--- config.mk ---
export PLATFORM = sky130hd
export DESIGN_NAME = if_fetch_stage
export DESIGN_NICKNAME = d
export VERILOG_FILES = /design/src/rtl/if_fetch_stage_pkg.sv /design/src/rtl/if_fetch_stage_fifo.sv /design/src/rtl/if_fetch_stage.sv
export SDC_FILE = /design/constraint.sdc
export NUM_CORES = 1
export LEC_CHECK = 0
export BUFFER_PORTS_ARGS = -buffer_cell sky130_fd_sc_hd__buf_4
export CORE_ASPECT_RATIO = 2
export CORE_MARGIN = 4
export CORE_UTILIZATION = 54
export CTS_CLUSTER_DIAMETER = 150
export DETAILED_ROUTE_END_ITERATION = 7
export PLACE_DENSITY = 0.83
export SLEW_MARGIN = 0
export SYNTH_ARGS = -nofsm -noshare
export SYNTH_HDL_FRONTEND = slang
export SYNTH_SLANG_ARGS = --single-unit
export TNS_END_PERCENT = 30
--- constraint.sdc ---
create_clock -name clk_i -period 6 [get_ports clk_i]
set_clock_uncertainty 0.15 [all_clocks]
set_input_delay 0.6 -clock clk_i [delete_from_list [all_inputs] [get_ports clk_i]]
set_output_delay 0.6 -clock clk_i [all_outputs]
set_load 0.05 [all_outputs]
--- src/rtl/if_fetch_stage_pkg.sv ---
// Shared definitions for the instruction-fetch front end.
//   PC_W / INSTR_W : address and instruction widths
//   NOP_INSTR      : value shown on the instruction bus when nothing is valid
//   PC_STEP        : byte increment between sequential fetches
//   fq_entry_t     : one fetch-queue entry {instr, pc}
package if_fetch_stage_pkg;
  localparam int PC_W    = 32;
  localparam int INSTR_W = 32;
  localparam logic [INSTR_W-1:0] NOP_INSTR = 32'h0000_0000;
  localparam logic [PC_W-1:0]    PC_STEP   = 32'd4;

  typedef struct packed {
    logic [INSTR_W-1:0] instr;
    logic [PC_W-1:0]    pc;
  } fq_entry_t;
endpackage

--- src/rtl/if_fetch_stage_fifo.sv ---
// fetch_fifo: small circular queue holding fetched {instr, pc} entries.
//   clk_i, rst_i   : clock, synchronous active-high reset (empties queue)
//   flush_i        : synchronous flush, wins over push/pop
//   push_i/push_data_i : write tail
//   pop_i          : advance head (caller guarantees non-empty)
//   head_o         : entry at head (meaningful only when count_o != 0)
//   count_o        : number of stored entries
module fetch_fifo #(
  parameter int DEPTH = 2,
  parameter int WIDTH = 64,
  localparam int PW = (DEPTH > 1) ? $clog2(DEPTH) : 1,
  localparam int CW = $clog2(DEPTH + 1)
) (
  input  logic             clk_i,
  input  logic             rst_i,
  input  logic             flush_i,
  input  logic             push_i,
  input  logic [WIDTH-1:0] push_data_i,
  input  logic             pop_i,
  output logic [WIDTH-1:0] head_o,
  output logic [CW-1:0]    count_o
);
  logic [WIDTH-1:0] mem_q [DEPTH];
  logic [WIDTH-1:0] mem_d [DEPTH];
  logic [PW-1:0]    rd_q, rd_d, wr_q, wr_d;
  logic [CW-1:0]    count_q, count_d;

  // Pointer increment that wraps at DEPTH, so non-power-of-two depths work.
  function automatic logic [PW-1:0] nxt(input logic [PW-1:0] p);
    return (p == PW'(DEPTH - 1)) ? '0 : p + PW'(1);
  endfunction

  always_comb begin
    for (int i = 0; i < DEPTH; i++) mem_d[i] = mem_q[i];
    rd_d    = rd_q;
    wr_d    = wr_q;
    count_d = count_q;
    if (flush_i) begin
      rd_d    = '0;
      wr_d    = '0;
      count_d = '0;
    end else begin
      // Push and pop together when full is safe: the slot being written is
      // the one whose contents leave this cycle.
      if (push_i) begin
        mem_d[wr_q] = push_data_i;
        wr_d        = nxt(wr_q);
      end
      if (pop_i) rd_d = nxt(rd_q);
      count_d = count_q + CW'(push_i) - CW'(pop_i);
    end
  end

  always_ff @(posedge clk_i) begin
    if (rst_i) begin
      rd_q    <= '0;
      wr_q    <= '0;
      count_q <= '0;
    end else begin
      rd_q    <= rd_d;
      wr_q    <= wr_d;
      count_q <= count_d;
    end
  end

  // Storage needs no reset; occupancy is tracked by count_q.
  always_ff @(posedge clk_i) begin
    for (int i = 0; i < DEPTH; i++) mem_q[i] <= mem_d[i];
  end

  assign head_o  = mem_q[rd_q];
  assign count_o = count_q;
endmodule

--- src/rtl/if_fetch_stage.sv ---
// if_fetch_stage: PC owner and fetch front end ahead of ID.
//   clk_i, rst_i           : clock, synchronous active-high reset
//   redirect_i/redirect_pc_i : taken branch/jump/jr; flushes and refetches
//   imem_req_o/imem_addr_o : fetch request to 1-cycle synchronous imem
//   imem_instr_i           : instruction, valid the cycle after the request
//   ifid_valid_o/ready_i   : handshake to ID
//   ifid_instr_o/pc_o/pc4_o: head instruction, its PC, and PC+4
module if_fetch_stage
  import if_fetch_stage_pkg::*;
#(
  parameter logic [PC_W-1:0] RESET_PC = 32'h0000_0000,
  parameter int              FQ_DEPTH = 2
) (
  input  logic               clk_i,
  input  logic               rst_i,
  input  logic               redirect_i,
  input  logic [PC_W-1:0]    redirect_pc_i,
  output logic               imem_req_o,
  output logic [PC_W-1:0]    imem_addr_o,
  input  logic [INSTR_W-1:0] imem_instr_i,
  output logic               ifid_valid_o,
  input  logic               ifid_ready_i,
  output logic [INSTR_W-1:0] ifid_instr_o,
  output logic [PC_W-1:0]    ifid_pc_o,
  output logic [PC_W-1:0]    ifid_pc4_o
);
  localparam int CW = $clog2(FQ_DEPTH + 1);
  localparam int OW = CW + 1;

  logic [PC_W-1:0] pc_q, pc_d, tag_q, tag_d;
  logic            inflight_q, inflight_d;
  logic [CW-1:0]   fq_count;
  logic [OW-1:0]   occ;
  logic            fq_valid, pop, req, push;
  fq_entry_t       push_entry, head_entry;

  assign fq_valid = (fq_count != '0);
  assign pop      = fq_valid & ifid_ready_i;

  // Credits: stored entries plus the response still on its way, less the
  // entry leaving now, must leave room for the response to this request.
  assign occ = OW'(fq_count) + OW'(inflight_q) - OW'(pop);
  assign req = !rst_i && !redirect_i && (occ < OW'(FQ_DEPTH));

  always_comb begin
    pc_d       = pc_q;
    tag_d      = tag_q;
    inflight_d = 1'b0;
    if (redirect_i) begin
      pc_d = {redirect_pc_i[PC_W-1:2], 2'b00};
    end else if (req) begin
      pc_d       = pc_q + PC_STEP;
      inflight_d = 1'b1;
      tag_d      = pc_q;
    end
  end

  always_ff @(posedge clk_i) begin
    if (rst_i) begin
      pc_q       <= RESET_PC;
      tag_q      <= '0;
      inflight_q <= 1'b0;
    end else begin
      pc_q       <= pc_d;
      tag_q      <= tag_d;
      inflight_q <= inflight_d;
    end
  end

  // A response landing in a redirect cycle belongs to the squashed path.
  assign push             = inflight_q & !redirect_i;
  assign push_entry.instr = imem_instr_i;
  assign push_entry.pc    = tag_q;

  fetch_fifo #(.DEPTH(FQ_DEPTH), .WIDTH($bits(fq_entry_t))) u_fq (
    .clk_i       (clk_i),
    .rst_i       (rst_i),
    .flush_i     (redirect_i),
    .push_i      (push),
    .push_data_i (push_entry),
    .pop_i       (pop),
    .head_o      (head_entry),
    .count_o     (fq_count)
  );

  assign imem_req_o   = req;
  assign imem_addr_o  = pc_q;
  assign ifid_valid_o = fq_valid;
  // Data buses read as zero when nothing is valid (incl. right after reset).
  assign ifid_instr_o = fq_valid ? head_entry.instr : NOP_INSTR;
  assign ifid_pc_o    = fq_valid ? head_entry.pc : '0;
  assign ifid_pc4_o   = fq_valid ? head_entry.pc + PC_STEP : '0;
endmodule
==> summary.md <==
| Metric | Value |
|---|---|
| Placed cell count | `1167` |
| Post-route DRC | `0` |
| Number of synthesized flops with an enable pin | `124` |
| CP Capture Type | `output pin` |
| Vias in the first global route | `6634` |
| Most common cell after layout, fill and taps aside | `buf_4` |
| Final Power | `0.00293 W` |
| Die area | `0.0183 mm2` |
| Outcome | `completed` |
| Largest family of logic cells by synthesized area | `simple AND/OR/NAND/NOR gates` |
| Filler instances | `1244` |
| Hpwl dp | `14400 um` |
| Required time worst endpoint | `5.25 ns` |
| Setup violators final | `0` |
| First-pass iteration count of the detailed router | `5` |
| Syn avg cell area | `10.7 um2` |
| Final Core Density | `0.685` |
| Sink Count | `190` |
| CTS tree | `yes` |
| CP arrival | `3.64 ns` |
| Synth Area in XOR/XNOR | `0.0171` |
| IO Port Bufs | `189` |
| Crit share post-route | `0.731` |
| Final min period | `4.39 ns` |
| Sw Pwr | `0.000824 W` |
| Final max-slew violation count | `0` |
| Initial antenna violation count | `0` |
| Sequential share of the synthesized area | `0.580` |
| Crit-path max FO | `60` |
| Post_cts resized | `0` |
| Number of synthesized register bits | `190` |
| Share of cells above drive strength 1 | `0.245` |
| Max Clk Rate | `228 MHz` |
| Largest net degree at the start of global routing | `86` |
| Unrepaired setup endpoints after global routing | `false` |
| Hold Buf Count CTS | `0` |
| Yosys top cell by area | `edfxtp_1` |
| Vias/cell | `5.66` |
| Post-Route WL | `20500 um` |
| Combinational power share | `0.132` |
| Sw Ratio | `0.281` |
| Gr ovfl total | `0` |
| Fin cells | `1199` |
| Reg clk slew, reported paths | `0.07 ns` |
| Final nets | `1059` |
| Kind of critical path | `register to output pin` |
| ANT cells | `0` |
| Hold Fails Final Rpt | `0` |
| Clock power frac | `0.367` |
| Pleak | `3.92 nW` |
| Num rows | `65` |
| Asr flop ratio synth | `0` |
| Multiplexer area fraction after synthesis | `0.0862` |
| Worst hold start | `imem_instr_i[14]` |
| Least-Margin Pin Slew | `1.03 ns` |
| Skew-Pair Late Insertion Delay | `0.44 ns` |
| Mapped Cells | `816` |
| FF-to-FF Start | `u_fq.count_o[1]$_SDFF_PP0_` |
| Pwr per Cell Area | `271 mW/mm2` |
| CTS Buf Count | `17` |
| Max capacitance violation total | `0` |
| Top Ports | `198` |
| Top FF cell, synth | `edfxtp_1` |
| Die H | `187 um` |
| Synth cell types | `58` |
| Startpoint class of the critical path | `register` |
| Chip width | `97.7 um` |
| Worst rel slew slack | `0.309` |
| Routed Antenna Nets | `0` |
| Worst-case clock buffer depth | `2` |
| Ys Warns | `0` |
| Mapped Area | `0.00870 mm2` |
| Hold crit path type | `input port to register` |
| Core Region | `0.0158 mm2` |
| Peak VDD IR | `196 uV` |
| Initial DRC count | `263` |
| Post-Synth Simple-Gate Area | `0.180` |
| Post-synthesis adder-cell area fraction | `0.00949` |
| H-tree levels | `4` |
| Most frequent cells in the layout | `buf_4, edfxtp_1, nand2_1` |
| DR vias | `6790` |
| Internal power | `0.00211 W` |
| Seq pwr share | `0.501` |
| Setup Buffers After CTS | `0` |
| Area delta synth->final | `24.2%` |
| First-pass GRT wire length | `33100 um` |
| Setup TNS | `0 ns` |
| WL/cell | `17.1 um` |
| Yosys top cell area share | `0.428` |
| Compound-Gate Fraction of Synth Area | `0.0905` |
| Total Routing Usage GR | `0.223` |
| Placer Congestion | `0.830` |
| CTS root buf | `clkbuf_16` |
| Starting Density | `0.551` |
| Top cells by area, synth | `edfxtp_1, dfxtp_1, mux2i_1, nand2_1, nor2_1` |
-- cell usage after synthesis (all sizes together), types with 2 or more instances --
cell	number
nand4	28
a32oi	5
nor4	10
nor2b	10
buf	26
a41oi	2
ha	5
o31ai	2
inv	16
xnor2	14
nand4b	5
mux2i	58
a21oi	55
dfxtp	66
o211ai	8
a22oi	4
a222oi	2
nand3b	6
and2	6
a2bb2oi	3
o31a	4
nor3	15
edfxtp	124
xor2	3
nand3	24
nor2	93
or4	2
o21ai	19
or3	6
nand2	113
clkbuf	27
and3	6
a31oi	19
mux2	15
-- cell type report --
| cell class | instances | area [um2] | area share |
|---|---|---|---|
| clock buffers | 17 | 425 | 0.0394 |
| flip-flops and latches | 190 | 5050 | 0.467 |
| multi-input cells | 561 | 3380 | 0.313 |
| well taps | 201 | 251 | 0.0233 |
| repair buffers | 198 | 1490 | 0.138 |
| clock inverters | 15 | 150 | 0.0139 |
| inverters | 17 | 63.8 | 0.00591 |
-- path summary, 6_finish.rpt --
path                                                endpoint  depth (start not counted)  slack, ns
worst max-delay path                          ifid_pc4_o[27]                          7       1.61
worst min-delay path             u_fq.mem_q[1][46]$_DFFE_PP_                          1       0.20
worst max register to register  imem_addr_o[24]$_SDFFE_PP0P_                         13       2.53
worst min register to register    u_fq.mem_q[1][2]$_DFFE_PP_                          0       0.31
-- kinds of logic after synthesis --
kind of cell               Yosys count
xor gates and xnor gates            17
DFF                                190
adders and majority gates            6
other                                1
buffers and inverters               70
AOI/OAI and AO/OA                  129
and+or+nand+nor                    330
muxes                               73
-- through the flow --
step	cell area (um2)	hold slack (ns)	worst slack [ns]
after floorplan	8720	0.275	1.63
after global placement	10200	0.280	2.10
after detailed placement	10200	0.294	2.07
after CTS	10800	0.180	1.57
after global routing	10800	0.183	1.32
final	10800	0.204	1.61
-- worst max-delay path, cell delays in order, from the launching register on --
cell and delay [ns]:
dfxtp_4 0.58, buf_4 0.79, mux2i_1 0.28, a21oi_1 0.26, nand3b_2 0.28, nor4_1 0.42
mux2_1 0.36, buf_4 0.19
-- state kept, by name (all words and copies together), names as in the netlist, named ones only --
| name | flops |
|---|---|
| u_fq.wr_q | 1 |
| tag_q | 30 |
| u_fq.count_o | 2 |
| imem_addr_o | 30 |
| inflight_q | 1 |
| u_fq.rd_q | 1 |
| u_fq.mem_q | 124 |
-- power by group through the flow --
stage | clock network (W) | logic [W] | registers (W)
after floorplan | 0 | 0.000222 | 0.00153
after global placement | 0 | 0.000381 | 0.00149
after detailed placement | 0 | 0.000388 | 0.00150
after CTS | 0.00110 | 0.000389 | 0.00147
after global routing | 0.00115 | 0.000414 | 0.00147
final | 0.00108 | 0.000387 | 0.00147
-- per-layer routing --
metal / GRT usage / part of all wire / up-vias
met3: 0.0398 / 0.052 / 53
met1: 0.250 / 0.37 / 3158
met5: 0 / 0 / -
met2: 0.395 / 0.54 / 269
li1: - / - / 3310
met4: 0.121 / 0.041 / 0
(Power assumes the default switching activity.)
